File: src/rtl/uart_boot_loader_pkg.sv
// Shared IO constants for the boot path: UART bit timing, boot header layout,
// and the state encodings used by the loader FSM and its UART receiver.
package uart_boot_loader_pkg;

  // UART framing: 8N1, 921600 baud from a 50 MHz clock.
  localparam int unsigned UART_DEFAULT_CLK_PER_BAUD = 54;
  localparam int unsigned UART_DATA_BITS            = 8;

  // Boot image header: little-endian 32-bit byte count.
  localparam int unsigned BOOT_LEN_BYTES            = 4;

  typedef enum logic [2:0] {
    ST_RECV_LEN,
    ST_RECV_DATA,
    ST_WRITE,
    ST_DONE,
    ST_ERROR
  } boot_state_e;

  typedef enum logic [1:0] {
    RX_IDLE,
    RX_START,
    RX_DATA,
    RX_STOP
  } rx_state_e;

endpackage

File: src/rtl/uart_rx_byte.sv
// 8N1 UART byte receiver, oversampled by the system clock.
// Ports:
//   clk, reset    : rising-edge clock, synchronous active-high reset
//   rx_async      : raw UART RX line (idle high), synchronized internally
//   byte_valid    : one-cycle pulse for each byte with a good stop bit
//   byte_data     : received byte, stable from byte_valid until the next byte
//   frame_error   : one-cycle pulse when a stop bit is sampled low
module uart_rx_byte
  import uart_boot_loader_pkg::*;
#(
  parameter int unsigned CLK_PER_BAUD = UART_DEFAULT_CLK_PER_BAUD
) (
  input  logic       clk,
  input  logic       reset,
  input  logic       rx_async,
  output logic       byte_valid,
  output logic [7:0] byte_data,
  output logic       frame_error
);

  localparam logic [15:0] HALF_M1 = 16'(CLK_PER_BAUD / 2 - 1);
  localparam logic [15:0] FULL_M1 = 16'(CLK_PER_BAUD - 1);

  rx_state_e   state_q, state_d;
  logic        sync1_q, sync2_q, prev_q;
  logic [15:0] cnt_q, cnt_d;
  logic [2:0]  bit_q, bit_d;
  logic [7:0]  shift_q, shift_d;
  logic        valid_q, valid_d;
  logic        ferr_q, ferr_d;

  always_comb begin
    state_d = state_q;
    cnt_d   = cnt_q;
    bit_d   = bit_q;
    shift_d = shift_q;
    valid_d = 1'b0;
    ferr_d  = 1'b0;
    case (state_q)
      RX_IDLE: begin
        cnt_d = '0;
        bit_d = '0;
        if (prev_q && !sync2_q) state_d = RX_START;
      end
      RX_START: begin
        cnt_d = cnt_q + 16'd1;
        if (cnt_q == HALF_M1) begin
          cnt_d   = '0;
          // A glitch that is high again at mid-start is dropped silently.
          state_d = sync2_q ? RX_IDLE : RX_DATA;
        end
      end
      RX_DATA: begin
        cnt_d = cnt_q + 16'd1;
        if (cnt_q == FULL_M1) begin
          cnt_d   = '0;
          shift_d = {sync2_q, shift_q[7:1]};
          bit_d   = bit_q + 3'd1;
          if (bit_q == 3'd7) state_d = RX_STOP;
        end
      end
      RX_STOP: begin
        cnt_d = cnt_q + 16'd1;
        if (cnt_q == FULL_M1) begin
          state_d = RX_IDLE;
          valid_d = sync2_q;
          ferr_d  = !sync2_q;
        end
      end
      default: state_d = RX_IDLE;
    endcase
  end

  always_ff @(posedge clk) begin
    if (reset) begin
      state_q <= RX_IDLE;
      sync1_q <= 1'b1;
      sync2_q <= 1'b1;
      prev_q  <= 1'b1;
      cnt_q   <= '0;
      bit_q   <= '0;
      shift_q <= '0;
      valid_q <= 1'b0;
      ferr_q  <= 1'b0;
    end else begin
      state_q <= state_d;
      sync1_q <= rx_async;
      sync2_q <= sync1_q;
      prev_q  <= sync2_q;
      cnt_q   <= cnt_d;
      bit_q   <= bit_d;
      shift_q <= shift_d;
      valid_q <= valid_d;
      ferr_q  <= ferr_d;
    end
  end

  assign byte_valid  = valid_q;
  assign byte_data   = shift_q;
  assign frame_error = ferr_q;

endmodule

File: src/rtl/uart_boot_loader.sv
// UART boot loader: receives a length-prefixed image over UART and writes it
// word by word into instruction memory, holding the core in reset until done.
// Ports:
//   clk, reset  : rising-edge clock, synchronous active-high reset
//   io_input_rx : UART RX line (8N1, idle high, asynchronous)
//   en, we      : memory write enable and byte-lane write mask
//   addr, din   : word-aligned byte address and write data (0 when en=0)
//   core_reset  : high until the whole image is written
//   load_done   : image fully written
//   load_error  : oversize header or framing error (sticky until reset)
module uart_boot_loader
  import uart_boot_loader_pkg::*;
#(
  parameter int unsigned WORD_WIDTH_IN_BYTE         = 4,
  parameter int unsigned UART_INTERNAL_CLK_PER_BAUD = UART_DEFAULT_CLK_PER_BAUD,
  parameter logic [31:0] INST_START_ADDR            = 32'h0,
  parameter int unsigned MAX_PROGRAM_BYTES          = 65536,
  localparam int unsigned WORD_WIDTH_IN_BIT         = 8 * WORD_WIDTH_IN_BYTE
) (
  input  logic                          clk,
  input  logic                          reset,
  input  logic                          io_input_rx,
  output logic                          en,
  output logic [WORD_WIDTH_IN_BYTE-1:0] we,
  output logic [31:0]                   addr,
  output logic [WORD_WIDTH_IN_BIT-1:0]  din,
  output logic                          core_reset,
  output logic                          load_done,
  output logic                          load_error
);

  logic       byte_valid, frame_error;
  logic [7:0] byte_data;

  uart_rx_byte #(
    .CLK_PER_BAUD (UART_INTERNAL_CLK_PER_BAUD)
  ) u_rx (
    .clk         (clk),
    .reset       (reset),
    .rx_async    (io_input_rx),
    .byte_valid  (byte_valid),
    .byte_data   (byte_data),
    .frame_error (frame_error)
  );

  boot_state_e                   state_q, state_d;
  logic [31:0]                   len_q, len_d;
  logic [1:0]                    hdr_cnt_q, hdr_cnt_d;
  logic [31:0]                   byte_cnt_q, byte_cnt_d;
  logic [31:0]                   word_idx_q, word_idx_d;
  logic [WORD_WIDTH_IN_BIT-1:0]  asm_q, asm_d;
  logic [WORD_WIDTH_IN_BYTE-1:0] mask_q, mask_d;
  logic                          pend_q, pend_d;
  logic [7:0]                    pend_data_q, pend_data_d;

  logic        in_valid;
  logic [7:0]  in_data;
  logic [31:0] lane;

  // A byte landing during the one-cycle WRITE is parked and consumed next.
  assign in_valid = byte_valid | pend_q;
  assign in_data  = pend_q ? pend_data_q : byte_data;
  assign lane     = byte_cnt_q % 32'(WORD_WIDTH_IN_BYTE);

  always_comb begin
    state_d     = state_q;
    len_d       = len_q;
    hdr_cnt_d   = hdr_cnt_q;
    byte_cnt_d  = byte_cnt_q;
    word_idx_d  = word_idx_q;
    asm_d       = asm_q;
    mask_d      = mask_q;
    pend_d      = 1'b0;
    pend_data_d = pend_data_q;
    case (state_q)
      ST_RECV_LEN: begin
        if (frame_error) begin
          state_d = ST_ERROR;
        end else if (in_valid) begin
          len_d     = {in_data, len_q[31:8]};
          hdr_cnt_d = hdr_cnt_q + 2'd1;
          if (hdr_cnt_q == 2'd3) begin
            byte_cnt_d = '0;
            word_idx_d = '0;
            asm_d      = '0;
            mask_d     = '0;
            if (len_d == 32'd0)                            state_d = ST_DONE;
            else if (len_d > 32'(MAX_PROGRAM_BYTES))        state_d = ST_ERROR;
            else                                           state_d = ST_RECV_DATA;
          end
        end
      end
      ST_RECV_DATA: begin
        if (frame_error) begin
          state_d = ST_ERROR;
        end else if (in_valid) begin
          for (int unsigned k = 0; k < WORD_WIDTH_IN_BYTE; k++) begin
            if (lane == k) begin
              asm_d[8*k +: 8] = in_data;
              mask_d[k]       = 1'b1;
            end
          end
          byte_cnt_d = byte_cnt_q + 32'd1;
          if (lane == 32'(WORD_WIDTH_IN_BYTE - 1) || byte_cnt_q == len_q - 32'd1)
            state_d = ST_WRITE;
        end
      end
      ST_WRITE: begin
        if (byte_valid) begin
          pend_d      = 1'b1;
          pend_data_d = byte_data;
        end
        word_idx_d = word_idx_q + 32'd1;
        asm_d      = '0;
        mask_d     = '0;
        if (frame_error)              state_d = ST_ERROR;
        else if (byte_cnt_q == len_q) state_d = ST_DONE;
        else                          state_d = ST_RECV_DATA;
      end
      default: ; // DONE and ERROR hold until reset
    endcase
  end

  always_ff @(posedge clk) begin
    if (reset) begin
      state_q     <= ST_RECV_LEN;
      len_q       <= '0;
      hdr_cnt_q   <= '0;
      byte_cnt_q  <= '0;
      word_idx_q  <= '0;
      asm_q       <= '0;
      mask_q      <= '0;
      pend_q      <= 1'b0;
      pend_data_q <= '0;
    end else begin
      state_q     <= state_d;
      len_q       <= len_d;
      hdr_cnt_q   <= hdr_cnt_d;
      byte_cnt_q  <= byte_cnt_d;
      word_idx_q  <= word_idx_d;
      asm_q       <= asm_d;
      mask_q      <= mask_d;
      pend_q      <= pend_d;
      pend_data_q <= pend_data_d;
    end
  end

  always_comb begin
    en   = 1'b0;
    we   = '0;
    addr = '0;
    din  = '0;
    if (state_q == ST_WRITE) begin
      en   = 1'b1;
      we   = mask_q;
      addr = INST_START_ADDR + 32'(word_idx_q * 32'(WORD_WIDTH_IN_BYTE));
      din  = asm_q;
    end
  end

  assign core_reset = (state_q != ST_DONE);
  assign load_done  = (state_q == ST_DONE);
  assign load_error = (state_q == ST_ERROR);

endmodule

File: config.mk
export PLATFORM = sky130hd
export DESIGN_NAME = uart_boot_loader
export DESIGN_NICKNAME = d
export VERILOG_FILES = /design/src/rtl/uart_boot_loader_pkg.sv /design/src/rtl/uart_rx_byte.sv /design/src/rtl/uart_boot_loader.sv
export SDC_FILE = /design/constraint.sdc
export NUM_CORES = 1
export LEC_CHECK = 0
export CAP_MARGIN = 20
export CORE_ASPECT_RATIO = 0.8
export CORE_MARGIN = 1
export CORE_UTILIZATION = 65
export CTS_BUF_LIST = sky130_fd_sc_hd__clkbuf_8
export DETAILED_ROUTE_END_ITERATION = 6
export HOLD_SLACK_MARGIN = 0.02
export PLACE_DENSITY_LB_ADDON = 0.25
export SYNTH_ARGS = -nofsm -noshare
export SYNTH_HDL_FRONTEND = slang
export SYNTH_SLANG_ARGS = --single-unit
export TNS_END_PERCENT = 20
File: constraint.sdc
create_clock -name clk -period 4.8 [get_ports clk]
set_input_delay 0.48 -clock clk [delete_from_list [all_inputs] [get_ports clk]]
set_output_delay 0.48 -clock clk [all_outputs]
set_load 0.005 [all_outputs]
==> flow_metrics.tcl <==
set metrics [dict create \
    dr.pass1.iters 7 \
    overall_global_routing_usage 0.323 \
    hold_buffers 0 \
    path_cells "nor2_1 -> nor4b_4 -> nand4_1 -> nor3_1 -> nand3_1 -> or3_1 -> a21oi_1" \
    achievable-frequency_mhz 294 \
    detailroute.via_count 7896 \
    layout.core_utilization 0.751 \
    min-delay-path-class "in -> reg" \
    synthCells 1121 \
    drtIter0Drc 718 \
    clk_pin_slew_ps 110 \
    power_frac_clock 0.378 \
    max_slew.worst_pin.slew_ps 934 \
    global_route.peak_usage_layer "met2" \
    placement_rows 38 \
    power_density_normalized_to_cell_area_nw_per_um2 264 \
    antenna_cells_inserted 0 \
    ys_types 71 \
    layout_commonest_cell "dfxtp_1" \
    cts_root_buffer "clkbuf_8" \
    p_switching_mw 0.760 \
    classification_of_the_worst_setup_path "reg -> reg" \
    floorplan.initialDensity 0.666 \
    ys_seq_elements 178 \
    fin_worst_skew_ps 12.6 \
    internal_power_mw 1.94 \
    chipHeight_um 108 \
    fp.dieW_um 134 \
    fin_crit_period_ps 3400 \
    tritoncts_clock_tree "built" \
    switching_share 0.282 \
    port-buffer-count 72 \
    timing.critical_path.to_type "register" \
    critical-path-slowest-cell "dfxtp_1" \
    cts_inserted_buffers 17 \
    final_layout_size_suffix_gt1_frac 0.0555 \
    placement_stage_cell_area_um2 9820 \
    p_comb_frac 0.065 \
    synth_sequential_area_ratio 0.394 \
    cp-start-kind "register" \
    placeable_area_um2 13600 \
    final-max-slew-violation-count 0 \
    grt-ovfl-total 0 \
    critPathMaxFanout 12 \
    postLayoutCellArea_um2 10200 \
    area_growth_syn_to_layout_pct 12.8 \
    layout.cells.most_common_list "dfxtp_1, nor2_1, nand2_1, clkdlybuf4s50_1, and2_1" \
    insertion_delay_ps 480 \
    synthFlopType "dfxtp_1" \
    cts-resized-gates 0 \
    layout_setup_ws_ps 1400 \
    final_nets 1174 \
    p_leak_nw 3.66 \
    timing.final.setup_violations 0 \
    yosysWarnings 0 \
    critPathRequiredTime_ps 5200 \
    sequential_fraction_of_design_power 0.557 \
    post_synth.cell_area_avg_um2 8.08 \
    antenna_found_initial 0 \
    use_met3 0.0730 \
    met1_usage 0.443 \
    gr-usage-met2 0.510 \
    rsz0062_at_grt "no" \
    dp_worst_setup_slack_ps 1510 \
    detailedPlacementHpwl_um 15800 \
    clock_sinks 178 \
    max_stage_delay_ps 690 \
    peakVddDrop_uv 257 \
    gp_congestion 1.02 \
    drt.antenna.violating_nets 0 \
    clock_tree.htree_level_count 4 \
    outcome "completed" \
    layout_worst_path_cycle_share 0.708 \
    postRouteWirelength_um 22300 \
    first_pass_grt_wire_length_um 36700 \
    number_of_hold_violations_in_the_final_report 0 \
    synth_enable_flop_cells 0 \
    ctsLongestPathBuffers 2 \
    setup_total_negative_slack_ps 0 \
    grt_start_max_net_pins 84 \
    worst_ep_arrival_time_ps 3800 \
    pin_count 75 \
    cts_setup_buffers 0 \
    remaining_drc_errors 0 \
    timing.slew.headroom 0.376 \
    syn_area_um2 9050 \
    dieArea_um2 14400 \
    synthArstFlopShare 0 \
    dr_wl_cell_um 16.5 \
    number_of_maximum_capacitance_constraint_violations 0 \
    vias_per_cell 5.84 \
    first_global_vias 7317 \
]
## cells in the mapped netlist (all sizes together), types with 16 or more instances
| master | instances | share of area |
|---|---|---|
| xor2 | 45 | 0.044 |
| dfxtp | 178 | 0.39 |
| clkbuf | 51 | 0.021 |
| inv | 21 | 0.0087 |
| xnor2 | 64 | 0.062 |
| nor3 | 26 | 0.015 |
| and2 | 70 | 0.048 |
| nand2 | 138 | 0.057 |
| nand3 | 34 | 0.019 |
| nand4 | 18 | 0.012 |
| and3 | 16 | 0.011 |
| nor2 | 174 | 0.072 |
| a21oi | 65 | 0.036 |
| nor4 | 20 | 0.017 |
| o21ai | 21 | 0.012 |
| or3 | 16 | 0.011 |
| mux2i | 42 | 0.046 |
## per-stage QoR
stage / cells / hold WS [ps] / power (mW)
after floorplan: 1122 / 389 / 1.66
after global placement: 1320 / 398 / 1.70
after detailed placement: 1320 / 397 / 1.71
after CTS: 1352 / 312 / 2.71
after global routing: 1352 / 313 / 2.79
final: 1352 / 332 / 2.70
## power by group through the flow
stage / registers (mW) / clock network (mW) / logic (mW)
finish: 1.50 / 1.02 / 0.176
global route: 1.50 / 1.09 / 0.191
CTS: 1.50 / 1.03 / 0.175
detailed placement: 1.54 / 0 / 0.174
global placement: 1.54 / 0 / 0.169
floorplan: 1.53 / 0 / 0.135
## critical path, delay by kind of cell (launching register included)
| family | cells | cell delay [ps] |
|---|---|---|
| compound gates | 1 | 160 |
| flops | 1 | 690 |
| simple gates | 6 | 2460 |
## flip-flops by register name, summed over array words and instances, names as in the netlist, named ones only
signal,flops
u_rx.prev_q,1
word_idx_q,30
byte_cnt_q,32
u_rx.cnt_q,16
u_rx.sync1_q,1
u_rx.state_q,1
u_rx.byte_data,8
u_rx.bit_q,3
len_q,32
u_rx.byte_valid,1
asm_q,32
hdr_cnt_q,2
pend_q,1
pend_data_q,8
u_rx.sync2_q,1
state_q,3
mask_q,4
u_rx.frame_error,1
## worst paths after layout
kind                start           endpoint  slack [ps]  cells past startpoint
max reg2reg        pend_q     byte_cnt_q[29]        1400                      7
min reg2reg  u_rx.sync1_q       u_rx.sync2_q         420                      1
min                 reset  u_rx.byte_data[4]         330                      2
max                pend_q     byte_cnt_q[29]        1400                      7
## per-layer routing
layer,vias up,routed length [um]
li1,3867,-
met1,3714,10300
met2,284,10000
met3,31,1650
met4,0,369
met5,-,0
## cells by family after synthesis
group                    synth area share
other                            0.000414
AND/OR/NAND/NOR                     0.307
flip-flops                          0.394
adder cells (fa/ha/maj)            0.0166
XOR/XNOR                            0.105
buffers and inverters              0.0372
AO/OA/AOI/OAI                      0.0912
multiplexers                       0.0489
## final cells by class
class / count / area (um2)
Clock buffer: 17 / 234
Fill cell: 1026 / 3390
Inverter: 22 / 82.6
Clock inverter: 15 / 163
Tap cell: 180 / 225
Sequential cell: 178 / 3560
Multi-Input combinational cell: 860 / 5170
Timing Repair Buffer: 80 / 778
Power figures use the tool's default switching activity.
